===== config.mk =====
export PLATFORM = sky130hd
export DESIGN_NAME = ex_pipe_ctrl
export DESIGN_NICKNAME = d
export VERILOG_FILES = /design/src/rtl/ex_pipe_ctrl.sv
export SDC_FILE = /design/constraint.sdc
export NUM_CORES = 1
export LEC_CHECK = 0
export CAP_MARGIN = 20
export CORE_MARGIN = 4
export CORE_UTILIZATION = 44
export CTS_CLUSTER_SIZE = 8
export DETAILED_ROUTE_END_ITERATION = 16
export HOLD_SLACK_MARGIN = 0.1
export PLACE_DENSITY = 0.84
export SETUP_SLACK_MARGIN = 0.2
export SLEW_MARGIN = 0
export SYNTH_ARGS = -nofsm -noshare
export SYNTH_HDL_FRONTEND = slang
export SYNTH_SLANG_ARGS = --single-unit

===== constraint.sdc =====
create_clock -name clk1 -period 2.2 [get_ports clk1]
set_input_delay 0.44 -clock clk1 [delete_from_list [all_inputs] [get_ports clk1]]
set_output_delay 0.44 -clock clk1 [all_outputs]
set_load 0.02 [all_outputs]

===== src/rtl/ex_pipe_ctrl.sv =====
// ex_pipe_ctrl: pipeline sequencing controller for the rv32im core.
//
// It generates per-stage register enables and NOP-insertion controls for the
// IF/ID, ID/EX, EX/MEM and MEM/WB registers. It also launches the divider and
// keeps a saturating count of stalled fetch cycles.
//
// State table
//   state    | meaning
//   ---------+-----------------------------------------------------------
//   INIT     | post-reset hold, pipeline frozen for INIT_CYC cycles
//   RUN      | normal issue; resolves mem / div / branch / load-use
//   DIV_WAIT | divide launched, EX frozen until div_done
//   DIV_HOLD | divide finished during a memory stall; result held in EX
//
// Ports
//   clk1, a_reset_n              clock, asynchronous active-low reset
//   id_rs1/id_rs2, id_use_rs1/2  sources of the instruction in ID
//   ex_rd, ex_useRd, ex_is_load  destination info of the instruction in EX
//   ex_div, div_done             divide in EX, divider result pulse
//   br_taken                     EX resolved a taken branch/jump
//   mem_req, mem_ack             data-memory access pending / completing
//   cnt_clr                      synchronous clear of stall_cnt
//   if_en..wb_en                 per-stage register enables
//   id_flush, *_bubble           stage registers capture a NOP
//   div_start                    one-cycle divider launch
//   stall_cnt                    saturating count of stalled fetch cycles

module ex_pipe_ctrl #(
  parameter int W        = 32,
  parameter int R        = 5,
  parameter int INIT_CYC = 2
) (
  input  logic         clk1,
  input  logic         a_reset_n,
  input  logic [R-1:0] id_rs1,
  input  logic [R-1:0] id_rs2,
  input  logic         id_use_rs1,
  input  logic         id_use_rs2,
  input  logic [R-1:0] ex_rd,
  input  logic         ex_useRd,
  input  logic         ex_is_load,
  input  logic         ex_div,
  input  logic         div_done,
  input  logic         br_taken,
  input  logic         mem_req,
  input  logic         mem_ack,
  input  logic         cnt_clr,
  output logic         if_en,
  output logic         id_en,
  output logic         ex_en,
  output logic         mem_en,
  output logic         wb_en,
  output logic         id_flush,
  output logic         ex_bubble,
  output logic         mem_bubble,
  output logic         wb_bubble,
  output logic         div_start,
  output logic [W-1:0] stall_cnt
);

  typedef enum logic [1:0] {
    ST_INIT     = 2'd0,
    ST_RUN      = 2'd1,
    ST_DIV_WAIT = 2'd2,
    ST_DIV_HOLD = 2'd3
  } state_t;

  localparam logic [3:0]   INIT_LAST = 4'(INIT_CYC - 1);
  localparam logic [W-1:0] CNT_ONE   = W'(1);
  localparam logic [W-1:0] CNT_MAX   = '1;

  state_t       state_q, state_d;
  logic [3:0]   init_cnt_q, init_cnt_d;
  logic [W-1:0] stall_cnt_q, stall_cnt_d;

  logic mem_stall;
  logic lu;

  assign mem_stall = mem_req & ~mem_ack;
  assign lu = ex_is_load & ex_useRd & (ex_rd != '0) &
              ((id_use_rs1 & (id_rs1 == ex_rd)) | (id_use_rs2 & (id_rs2 == ex_rd)));

  always_comb begin
    state_d    = state_q;
    init_cnt_d = init_cnt_q;
    if_en      = 1'b0;
    id_en      = 1'b0;
    ex_en      = 1'b0;
    mem_en     = 1'b0;
    wb_en      = 1'b0;
    id_flush   = 1'b0;
    ex_bubble  = 1'b0;
    mem_bubble = 1'b0;
    wb_bubble  = 1'b0;
    div_start  = 1'b0;

    case (state_q)
      ST_INIT: begin
        id_flush   = 1'b1;
        ex_bubble  = 1'b1;
        mem_bubble = 1'b1;
        wb_bubble  = 1'b1;
        if (init_cnt_q == INIT_LAST) begin
          state_d    = ST_RUN;
          init_cnt_d = '0;
        end else begin
          init_cnt_d = init_cnt_q + 4'd1;
        end
      end

      ST_RUN, ST_DIV_HOLD: begin
        if (mem_stall) begin
          wb_en     = 1'b1;
          wb_bubble = 1'b1;
        end else if (state_q == ST_RUN && ex_div) begin
          // Launch cycle already freezes EX so the divide never issues twice.
          div_start  = 1'b1;
          mem_en     = 1'b1;
          wb_en      = 1'b1;
          mem_bubble = 1'b1;
          state_d    = ST_DIV_WAIT;
        end else begin
          // In DIV_HOLD the divide in EX is complete and simply retires here.
          state_d = ST_RUN;
          if_en   = 1'b1;
          id_en   = 1'b1;
          ex_en   = 1'b1;
          mem_en  = 1'b1;
          wb_en   = 1'b1;
          if (br_taken) begin
            id_flush  = 1'b1;
            ex_bubble = 1'b1;
          end else if (lu) begin
            if_en     = 1'b0;
            id_en     = 1'b0;
            ex_bubble = 1'b1;
          end
        end
      end

      ST_DIV_WAIT: begin
        if (mem_stall) begin
          // ex_en stays low so the divider result register keeps its value.
          wb_en     = 1'b1;
          wb_bubble = 1'b1;
          if (div_done) state_d = ST_DIV_HOLD;
        end else if (div_done) begin
          if_en   = 1'b1;
          id_en   = 1'b1;
          ex_en   = 1'b1;
          mem_en  = 1'b1;
          wb_en   = 1'b1;
          state_d = ST_RUN;
        end else begin
          mem_en     = 1'b1;
          wb_en      = 1'b1;
          mem_bubble = 1'b1;
        end
      end

      default: state_d = ST_INIT;
    endcase
  end

  always_comb begin
    stall_cnt_d = stall_cnt_q;
    if (cnt_clr) begin
      stall_cnt_d = '0;
    end else if (state_q != ST_INIT && !if_en && stall_cnt_q != CNT_MAX) begin
      stall_cnt_d = stall_cnt_q + CNT_ONE;
    end
  end

  always_ff @(posedge clk1 or negedge a_reset_n) begin
    if (!a_reset_n) begin
      state_q     <= ST_INIT;
      init_cnt_q  <= '0;
      stall_cnt_q <= '0;
    end else begin
      state_q     <= state_d;
      init_cnt_q  <= init_cnt_d;
      stall_cnt_q <= stall_cnt_d;
    end
  end

  assign stall_cnt = stall_cnt_q;

endmodule


==> summary.md <==
| Metric | Value |
|---|---|
| Status | finished with violations |
| Failing checks | setup timing |
| Peak VDD IR | 0.533 mV |
| Synthesized instance count | 281 |
| Die W | 83.6 µm |
| Worst-path clk slew | 0.09 ns |
| Clock buffer depth | 2 |
| Hpwl dp | 5300 µm |
| Vias | 2960 |
| Total GRT Usage | 22.8% |
| Cell taking the most area after synthesis | dfrtp_1 |
| Worst Tran Pin Value | 0.638 ns |
| CP required | 2.38 ns |
| P_int | 1.92 mW |
| FFs w/ async S/R, synth | 100% |
| H-tree levels | 2 |
| CP max stage cell | nor2_1 |
| Vias in the first global route | 2739 |
| Logic pwr share | 47.6% |
| Row cnt | 27 |
| Leakage | 1.66 nW |
| Core Footprint | 5540 µm² |
| Area Overhead vs Synth | 63.4% |
| Dpl cell area | 3520 µm² |
| EDFF count, synth | 0 |
| Yosys reg bits | 38 |
| Main synth FF type | dfrtp_1 |
| Fin area | 4110 µm² |
| Largest stage delay on the critical path | 0.44 ns |
| Final min period | 2.34 ns |
| Synth area leaders | dfrtp_1 (38%), mux2_2 (5.4%), or4_1 (5.1%) |
| Min-delay worst type | in -> async |
| CTS Sinks | 38 |
| Fraction of layout cells with a size suffix above 1 | 37.9% |
| Max_slew headroom | 57.5% |
| DRT Pass-1 Iters | 5 |
| TritonCTS buffer count | 5 |
| Pwr Density | 721 nW/µm² |
| Clock Latency Late Sink | 0.31 ns |
| ANT cells | 0 |
| Initial DRC Count | 330 |
| Worst path most repeated cell | buf_4 |
| Clk_skew | 0.0138 ns |
| IO Pins | 69 |
| Final Wtd Congestion | 0.799 |
| CTS tree | done |
| CTS Root Cell | clkbuf_8 |
| Final hold violations | 0 |
| P_sw | 1.04 mW |
| Worst-path cell chain | buf_4 -> nor2_4 -> buf_4 -> nor2_1 -> nand2b_4 -> nor3b_2 -> mux2_2 |
| Worst Path Max Fanout | 10 |
| Most frequent cells in the layout | buf_4 (45), clkdlybuf4s50_1 (36), dfrtp_1 (30) |
| DIE HEIGHT | 83.6 µm |
| Commonest non-fill, non-tap cell in the layout | buf_4 |
| Initial core utilization | 45.4% |
| WL/cell | 20.2 µm |
| # Max-Cap Violations | 0 |
| Buf/Inv on CP | 2 |
| RSZ-0062 raised after global routing | yes |
| Top delay family on crit path | simple AND/OR/NAND/NOR gates |
| Hold Buf Count CTS | 0 |
| Classification of the worst setup path | reg -> reg |
| Max Freq | 428 MHz |
| Worst setup margin | -0.135 ns |
| Final setup vio count | 27 |
| WL final | 9410 µm |
| Port bufs | 68 |
| Sw frac | 35.1% |
| Crit. End Element | flop |
| Fin crit share | 106% |
| Post-Syn Area | 2510 µm² |
| Fin util | 74.1% |
| Post-synthesis net count | 309 |
| Post-synthesis area per instance | 8.95 µm² |
| Clk pwr share | 24.8% |
| Distinct cells, synth | 43 |
| FF-to-FF setup slack | -0.14 ns |
| Sequential power share | 27.5% |
| Worst setup SP type | flop |
| Sequential area share after synthesis | 37.8% |
| Worst Path Arrival | 2.52 ns |
| Largest net degree at the start of global routing | 47 |
| Die area | 6990 µm² |
| Grt ovf | 0 |
| Vias per inst | 6.37 |
| Yosys synthesis warning count | 0 |
| Fin nets | 420 |
| First-pass GRT wire length | 13200 µm |
| Max-slew violations | 0 |
| Post-route ant nets | 0 |
| Initial antenna violation count | 0 |
| Share of the synthesized area in the top cell type | 37.8% |
| DRC Markers | 0 |
## cells in the mapped netlist (all sizes together), types with 2 or more instances
cell type / count
nor3b: 2
mux2: 13
nand2b: 5
o21ba: 2
a21o: 2
o21a: 3
nor4: 4
nand4: 19
nand3: 12
nor2b: 13
nand2: 19
or3: 3
a21oi: 19
dfrtp: 38
clkbuf: 10
nor3: 14
o22ai: 2
buf: 10
o21ai: 2
o31ai: 15
or4: 18
and4: 2
and3: 3
xnor2: 13
nor2: 26
inv: 2
## power groups by stage
| stage | Combinational [mW] | Clock (mW) | Sequential (mW) |
|---|---|---|---|
| after floorplan | 0.581 | 0 | 0.828 |
| after global placement | 0.982 | 0 | 0.813 |
| after detailed placement | 1.01 | 0 | 0.817 |
| after CTS | 1.27 | 0.735 | 0.811 |
| after global routing | 1.48 | 0.774 | 0.821 |
| final | 1.41 | 0.735 | 0.816 |
## final timing paths
kind | from | end | cells past startpoint
worst max register to register | state_q[1]$_DFFE_PN0P_ | stall_cnt[13]$_DFFE_PN0P_ | 7
worst min-delay path | a_reset_n | stall_cnt[28]$_DFFE_PN0P_ | 1
min in group clk1 | init_cnt_q[3]$_DFFE_PN0N_ | init_cnt_q[3]$_DFFE_PN0N_ | 1
worst max-delay path | state_q[1]$_DFFE_PN0P_ | stall_cnt[13]$_DFFE_PN0P_ | 7
max in group asynchronous | a_reset_n | state_q[1]$_DFFE_PN0P_ | 2
worst min register to register | init_cnt_q[3]$_DFFE_PN0N_ | init_cnt_q[3]$_DFFE_PN0N_ | 1
## cell families (layout without fill, tap and decap cells)
kind of cell / count (synthesis) / count (layout) / synth area share [%]
xor gates and xnor gates: 13 / 13 / 4.53
AOI/OAI and AO/OA: 49 / 49 / 13.3
DFF: 38 / 38 / 37.8
and+or+nand+nor: 143 / 144 / 32.1
adders and majority gates: 1 / 1 / 0.498
buffers and inverters: 23 / 134 / 5.48
muxes: 14 / 14 / 6.22
## per-stage QoR
step | worst slack (ns) | hold WS (ns) | setup TNS, ns | power, mW | std cells
finish | -0.135 | 0.140 | -1.20 | 2.96 | 465
global placement | -0.796 | 0.462 | -22.76 | 1.79 | 439
detailed placement | -0.837 | 0.467 | -25.26 | 1.83 | 439
floorplan | -0.0770 | 0.144 | -0.209 | 1.41 | 281
global route | -0.165 | 0.186 | -2.62 | 3.08 | 465
CTS | -0.112 | 0.154 | -0.836 | 2.81 | 455
## registers in the layout, summed over array words and instances, names as in the netlist
signal / count
init_cnt_q: 4
state_q: 2
stall_cnt: 32
## metal layers
metal	vias to the layer above	track usage, %	share of wire, %
met3	55	3.85	6.9
met4	0	11.3	5.5
met2	202	39.0	51
met5	-	0	0
met1	1429	27.4	37
li1	1274	-	-
## final cells by class
| cell class | count | area (µm²) |
|---|---|---|
| multi-input cells | 221 | 1720 |
| clock inverters | 3 | 68.8 |
| clock buffers | 5 | 68.8 |
| flip-flops and latches | 38 | 961 |
| fillers | 362 | 1430 |
| repair buffers | 123 | 1180 |
| inverters | 3 | 12.5 |
| well taps | 72 | 90.1 |
## what timing repair did
item	4_1_cts	5_1_grt
endpoints found under the setup margin	42	40
setup buffers	5	8
pin swaps	23	8
resized for setup	101	30
cloned	3	2
No activity file was read; power rests on OpenSTA's default activity.
